$ cat src/rtl/alu_md_pkg.sv
// Shared types for the iterative RV32M multiply/divide unit.
package alu_md_pkg;

  typedef enum logic [2:0] {
    MD_MUL    = 3'b000,
    MD_MULH   = 3'b001,
    MD_MULHSU = 3'b010,
    MD_MULHU  = 3'b011,
    MD_DIV    = 3'b100,
    MD_DIVU   = 3'b101,
    MD_REM    = 3'b110,
    MD_REMU   = 3'b111
  } md_op_e;

  typedef enum logic [1:0] {
    IDLE = 2'd0,
    CALC = 2'd1,
    DONE = 2'd2
  } md_state_e;

  function automatic int unsigned md_cnt_w(input int unsigned xlen, input int unsigned bpc);
    return $clog2(xlen / bpc + 1);
  endfunction

endpackage

$ cat src/rtl/md_step.sv
// One CALC iteration: BPC shift-add multiply steps or BPC restoring-divide steps.
module md_step #(
  parameter int unsigned XLEN = 32,
  parameter int unsigned BPC  = 1
) (
  input  logic [2*XLEN-1:0] i_acc,
  input  logic [XLEN-1:0]   i_opnd,
  input  logic              i_div,
  output logic [2*XLEN-1:0] o_acc
);

  logic [2*XLEN-1:0] w_acc;
  logic [XLEN:0]     w_sum;

  // acc = {partial hi, multiplier/dividend lo}; mul shifts right, div shifts left
  always_comb begin
    w_acc = i_acc;
    w_sum = '0;
    for (int unsigned i = 0; i < BPC; i++) begin
      if (i_div) begin
        w_sum = w_acc[2*XLEN-1:XLEN-1];
        if (w_sum >= {1'b0, i_opnd}) begin
          w_sum = w_sum - {1'b0, i_opnd};
          w_acc = {w_sum[XLEN-1:0], w_acc[XLEN-2:0], 1'b1};
        end else begin
          w_acc = {w_sum[XLEN-1:0], w_acc[XLEN-2:0], 1'b0};
        end
      end else begin
        w_sum = {1'b0, w_acc[2*XLEN-1:XLEN]} + (w_acc[0] ? {1'b0, i_opnd} : '0);
        w_acc = {w_sum, w_acc[XLEN-1:1]};
      end
    end
    o_acc = w_acc;
  end

endmodule

$ cat src/rtl/alu_muldiv.sv
// Iterative RV32M multiply/divide unit with valid/ready request and result handshakes.
module alu_muldiv
  import alu_md_pkg::*;
#(
  parameter int unsigned XLEN = 32,
  parameter int unsigned BPC  = 1
) (
  input  logic            i_clk,
  input  logic            i_rst_n,
  input  logic            i_flush,
  input  logic            i_valid,
  output logic            o_ready,
  input  logic [2:0]      i_md_op,
  input  logic [XLEN-1:0] i_operand_a,
  input  logic [XLEN-1:0] i_operand_b,
  output logic            o_valid,
  input  logic            i_ready,
  output logic [XLEN-1:0] o_md_data
);

  localparam int unsigned STEPS = XLEN / BPC;
  localparam int unsigned CNT_W = md_cnt_w(XLEN, BPC);

  md_state_e         r_state, w_state_nxt;
  md_op_e            r_op;
  logic [CNT_W-1:0]  r_cnt;
  logic [2*XLEN-1:0] r_acc;
  logic [XLEN-1:0]   r_opnd;
  logic              r_neg;
  logic [XLEN-1:0]   r_data;

  md_op_e            w_op;
  logic              w_accept, w_is_div, w_a_sgn, w_b_sgn, w_a_neg, w_b_neg;
  logic              w_div0, w_ovf, w_special, w_neg;
  logic [XLEN-1:0]   w_a_mag, w_b_mag, w_special_res;
  logic [2*XLEN-1:0] w_step, w_prod;
  logic [XLEN-1:0]   w_quo, w_rem, w_result;
  logic              w_last;

  assign o_ready  = (r_state == IDLE);
  assign o_valid  = (r_state == DONE);
  assign o_md_data = r_data;

  assign w_op     = md_op_e'(i_md_op);
  assign w_accept = i_valid & o_ready & ~i_flush;
  assign w_is_div = i_md_op[2];
  assign w_a_sgn  = (w_op == MD_MULH) || (w_op == MD_MULHSU) || (w_op == MD_DIV) || (w_op == MD_REM);
  assign w_b_sgn  = (w_op == MD_MULH) || (w_op == MD_DIV) || (w_op == MD_REM);
  assign w_a_neg  = w_a_sgn & i_operand_a[XLEN-1];
  assign w_b_neg  = w_b_sgn & i_operand_b[XLEN-1];
  assign w_a_mag  = w_a_neg ? -i_operand_a : i_operand_a;
  assign w_b_mag  = w_b_neg ? -i_operand_b : i_operand_b;
  // remainder follows the dividend sign; everything else follows the sign product
  assign w_neg    = (w_is_div && i_md_op[1]) ? w_a_neg : (w_a_neg ^ w_b_neg);

  assign w_div0    = w_is_div & (i_operand_b == '0);
  assign w_ovf     = ((w_op == MD_DIV) || (w_op == MD_REM)) &&
                     (i_operand_a == {1'b1, {(XLEN-1){1'b0}}}) && (i_operand_b == '1);
  assign w_special = w_div0 | w_ovf;
  always_comb begin
    w_special_res = '0;
    if (w_div0) w_special_res = i_md_op[1] ? i_operand_a : '1;
    else        w_special_res = i_md_op[1] ? '0 : i_operand_a;
  end

  md_step #(.XLEN(XLEN), .BPC(BPC)) u_step (
    .i_acc  (r_acc),
    .i_opnd (r_opnd),
    .i_div  (r_op[2]),
    .o_acc  (w_step)
  );

  // fix-up runs on the final step's output so DONE is entered on the last CALC edge
  assign w_prod = r_neg ? -w_step : w_step;
  assign w_quo  = r_neg ? -w_step[XLEN-1:0] : w_step[XLEN-1:0];
  assign w_rem  = r_neg ? -w_step[2*XLEN-1:XLEN] : w_step[2*XLEN-1:XLEN];
  always_comb begin
    w_result = '0;
    case (r_op)
      MD_MUL:                     w_result = w_prod[XLEN-1:0];
      MD_MULH, MD_MULHSU, MD_MULHU: w_result = w_prod[2*XLEN-1:XLEN];
      MD_DIV, MD_DIVU:            w_result = w_quo;
      default:                    w_result = w_rem;
    endcase
  end

  assign w_last = (r_cnt == CNT_W'(1));

  always_comb begin
    w_state_nxt = r_state;
    case (r_state)
      IDLE:    if (w_accept) w_state_nxt = w_special ? DONE : CALC;
      CALC:    if (w_last) w_state_nxt = DONE;
      DONE:    if (i_ready) w_state_nxt = IDLE;
      default: w_state_nxt = IDLE;
    endcase
    if (i_flush) w_state_nxt = IDLE;
  end

  always_ff @(posedge i_clk) begin
    if (!i_rst_n) r_state <= IDLE;
    else          r_state <= w_state_nxt;
  end

  always_ff @(posedge i_clk) begin
    if (!i_rst_n) begin
      r_op   <= MD_MUL;
      r_cnt  <= '0;
      r_acc  <= '0;
      r_opnd <= '0;
      r_neg  <= 1'b0;
      r_data <= '0;
    end else if (w_accept) begin
      r_op   <= w_op;
      r_cnt  <= CNT_W'(STEPS);
      r_acc  <= {{XLEN{1'b0}}, w_a_mag};
      r_opnd <= w_b_mag;
      r_neg  <= w_neg;
      if (w_special) r_data <= w_special_res;
    end else if (r_state == CALC) begin
      r_acc <= w_step;
      r_cnt <= r_cnt - CNT_W'(1);
      if (w_last && !i_flush) r_data <= w_result;
    end
  end

endmodule

$ cat config.mk
export PLATFORM = sky130hd
export DESIGN_NAME = alu_muldiv
export DESIGN_NICKNAME = d
export VERILOG_FILES = /design/src/rtl/alu_md_pkg.sv /design/src/rtl/md_step.sv /design/src/rtl/alu_muldiv.sv
export SDC_FILE = /design/constraint.sdc
export NUM_CORES = 1
export LEC_CHECK = 0
export BUFFER_PORTS_ARGS = -buffer_cell sky130_fd_sc_hd__buf_4
export CORE_UTILIZATION = 45
export DETAILED_ROUTE_END_ITERATION = 10
export PLACE_DENSITY = 0.62
export SLEW_MARGIN = 20
export SYNTH_ARGS = -nofsm -noshare
export SYNTH_HDL_FRONTEND = slang
export SYNTH_SLANG_ARGS = --single-unit
$ cat constraint.sdc
create_clock -name i_clk -period 6.5 [get_ports i_clk]
set_input_delay 0.325 -clock i_clk [delete_from_list [all_inputs] [get_ports i_clk]]
set_output_delay 0.325 -clock i_clk [all_outputs]
set_load 0.01 [all_outputs]
==> flow_metrics.tcl <==
set metrics [dict create \
    outcome "finished clean" \
    cts_resized 0 \
    synth.top_cells.by_count "nor2_1 (268), nand2_1 (222), a21oi_1 (201), dfxtp_1 (140), o21ai_0 (125)" \
    final_cell_area_um2 17630 \
    num_vias 17970 \
    yosysWarnings 0 \
    drc 0 \
    antenna_found_initial 3 \
    synth_top_cell_by_area "dfxtp_1" \
    grt_max_degree 85 \
    io_pins 106 \
    critPathLaunch "r_opnd[24]" \
    drt_iter0_markers 2131 \
    netlist.area_leader.share_pct 17.64 \
    antennaDiodeCount 0 \
    gp_congestion 1.010 \
    cts_tree "done" \
    synthTopCellsByArea "dfxtp_1 (18%), a21oi_1 (6.3%), nor2_1 (6.3%), xnor2_1 (6.0%), ha_1 (5.6%)" \
    arrival_ps 6210 \
    dieHeight_um 189.9 \
    die_x_um 189.9 \
    path_max_fanout 8 \
    grt_use_total_pct 36.57 \
    first_pass_iters 6 \
    portBuffers 105 \
    hold_buffers 0 \
    setup_viol 0 \
    synthesis.area_um2 15890 \
    finalClockSkew_ps 17.22 \
    grt_pass1_vias 16200 \
    r2r-start "r_opnd[24]" \
    htreeDepth 4 \
    cts_buffer_depth 2 \
    row_count 68 \
    startpoint_type "flop" \
    ir_drop_uv 203.6 \
    initial_core_util_pct 45.89 \
    crit_type "reg2reg" \
    holdCritPathClass "in2reg" \
    nets 2431 \
    cts_buffers 17 \
    clockPowerShare_pct 34.7 \
    syn_to_final_growth_pct 10.92 \
    timing.fmax_mhz 171.0 \
    p_seq_share_pct 27.8 \
    min_period_over_period_pct 89.97 \
    final_hold_viol_count 0 \
    wire_per_inst_um 24.35 \
    fillers 3520 \
    pwr_density_cell_nw_per_um2 194.7 \
    final-max-slew-violation-count 0 \
    critPathCaptureType "flop" \
    drt-total-wl_mm 67.07 \
    clk_latency_ps 440 \
    cts_setup_buffers 0 \
    synth.net_count 2425 \
    design.core.area_um2 34630 \
    synth_cell_type_count 97 \
    syn_inst 2280 \
    die-area_um2 36070 \
    synthMostInstantiatedCell "nor2_1" \
    maxCapViolCount 0 \
    overflow 0 \
    internal_power_mw 2.073 \
    fin_tns_setup_ps 0 \
    setup_slack_ps 651.9 \
    pwr-share-comb_pct 37.5 \
    path_clk_slew_ps 70 \
    min-delay-start "i_flush" \
    synth-main-ff-cell "dfxtp_1" \
    cts_root_buffer "clkbuf_16" \
    relSlewSlack_pct 17.44 \
    synth_enable_flop_cells 0 \
    ant_nets 0 \
    final_util_pct 50.90 \
    cts_sinks 140 \
    p_leak_nw 6.610 \
    grt_pass1_wl_mm 100.3 \
    drive_above_1_share_pct 10.18 \
    placed_cell_area_um2 16930 \
    place_ws_ps 812.1 \
    p_sw_share_pct 39.57 \
    rsz0062_at_grt "false" \
    synth-seq-cells 140 \
    syn_avg_cell_area_um2 6.970 \
    dp_hpwl_mm 52.05 \
    post_drt_via_cell_ratio 6.525 \
    synthArstFlopShare_pct 0 \
    cp.required_ps 6870 \
    p_sw_mw 1.358 \
    seq_area_frac_synth_pct 17.64 \
    period_needed_ps 5848 \
    worstMarginPinSlew_ps 1219 \
]
==> through the flow <==
step	hold slack (ps)	total power, mW	instances
after floorplan	403.5	1.805	2280
after global placement	446.5	2.206	2722
after detailed placement	448.3	2.208	2722
after CTS	88.01	3.385	2754
after global routing	96.50	3.556	2754
final	90.41	3.431	2754
==> path summary, 6_finish.rpt <==
path	cells after the start	to	slack (ps)
worst max register to register	22	o_md_data[30]	650
worst min-delay path	2	r_state[1]	90
worst max-delay path	22	o_md_data[30]	650
worst min register to register	2	o_md_data[2]	470
==> final cells by class <==
| class | count | area [µm²] | share of cell area, % |
|---|---|---|---|
| Multi-Input combinational cell | 1898 | 12140 | 68.88 |
| Timing Repair Buffer | 149 | 1119 | 6.346 |
| Sequential cell | 140 | 2808 | 15.93 |
| Clock inverter | 13 | 236.5 | 1.342 |
| Clock buffer | 19 | 452.9 | 2.570 |
| Tap cell | 455 | 569.3 | 3.230 |
| Inverter | 80 | 300.3 | 1.704 |
==> cell usage in the layout, fill, tap and decap left out, types with 9 or more instances in the layout <==
| cell | n |
|---|---|
| a21oi_1 | 200 |
| o21bai_1 | 9 |
| dfxtp_1 | 138 |
| mux2i_1 | 45 |
| o211ai_1 | 31 |
| o21ai_1 | 14 |
| and3_1 | 17 |
| nor4_1 | 28 |
| nor2b_1 | 12 |
| o2111ai_1 | 9 |
| clkbuf_16 | 17 |
| or4_1 | 12 |
| a21o_1 | 19 |
| or3_1 | 28 |
| a211oi_1 | 106 |
| a211o_1 | 9 |
| nand3b_1 | 9 |
| maj3_1 | 18 |
| nand4_1 | 31 |
| nand2b_1 | 22 |
| o21a_1 | 16 |
| and2_1 | 47 |
| nor3b_1 | 10 |
| nor2_1 | 268 |
| buf_4 | 149 |
| ha_1 | 71 |
| a2111oi_0 | 9 |
| xnor2_1 | 108 |
| inv_1 | 78 |
| xor2_1 | 56 |
| o21ai_0 | 125 |
| a31oi_1 | 26 |
| a311oi_1 | 10 |
| nor3_1 | 74 |
| o221ai_1 | 10 |
| nand3_1 | 42 |
| nand2_1 | 222 |
| o31ai_1 | 24 |
| o22ai_1 | 17 |
==> metal layers <==
| layer | GRT usage (%) | part of all wire, % | up-vias |
|---|---|---|---|
| met3 | 6.954 | 9.0 | 110 |
| met5 | 0 | 0.034 | - |
| met4 | 8.995 | 2.2 | 4 |
| met2 | 54.94 | 43 | 860 |
| met1 | 53.00 | 46 | 8614 |
| li1 | - | - | 8382 |
==> worst max-delay path: stages, from the launching register on <==
cell	delay, ps
dfxtp_1	550
inv_1	90
ha_1	400
a21oi_1	250
o21ai_1	140
a22oi_1	310
nand3_1	200
a21oi_4	150
nand2_1	110
o21ai_0	240
ha_1	260
o211a_1	170
o21a_1	220
nand3_1	130
nand2b_1	230
inv_1	180
a21oi_1	130
or4_1	680
or4_4	570
nor4_2	220
a21boi_1	100
a211o_1	320
a31oi_1	130
==> registers in the layout, summed over array words and instances, names as in the netlist <==
signal,cells
o_md_data,32
r_opnd,32
r_acc,64
r_op,3
r_neg,1
r_state,2
r_cnt,6
==> logic make-up after synthesis <==
logic type      synth area share, %
buf+inv                       6.157
simple gates                  26.23
flops                         17.64
xor+xnor                      9.039
compound gates                30.84
mux                           3.118
fa+ha+maj                     6.976
==> power groups by stage <==
| stage | logic [mW] | clock network (mW) | registers, mW |
|---|---|---|---|
| floorplan | 0.859 | 0 | 0.947 |
| finish | 1.29 | 1.19 | 0.954 |
| global route | 1.37 | 1.23 | 0.959 |
| CTS | 1.24 | 1.19 | 0.951 |
| global placement | 1.24 | 0 | 0.970 |
| detailed placement | 1.24 | 0 | 0.971 |
Power figures use the tool's default switching activity.
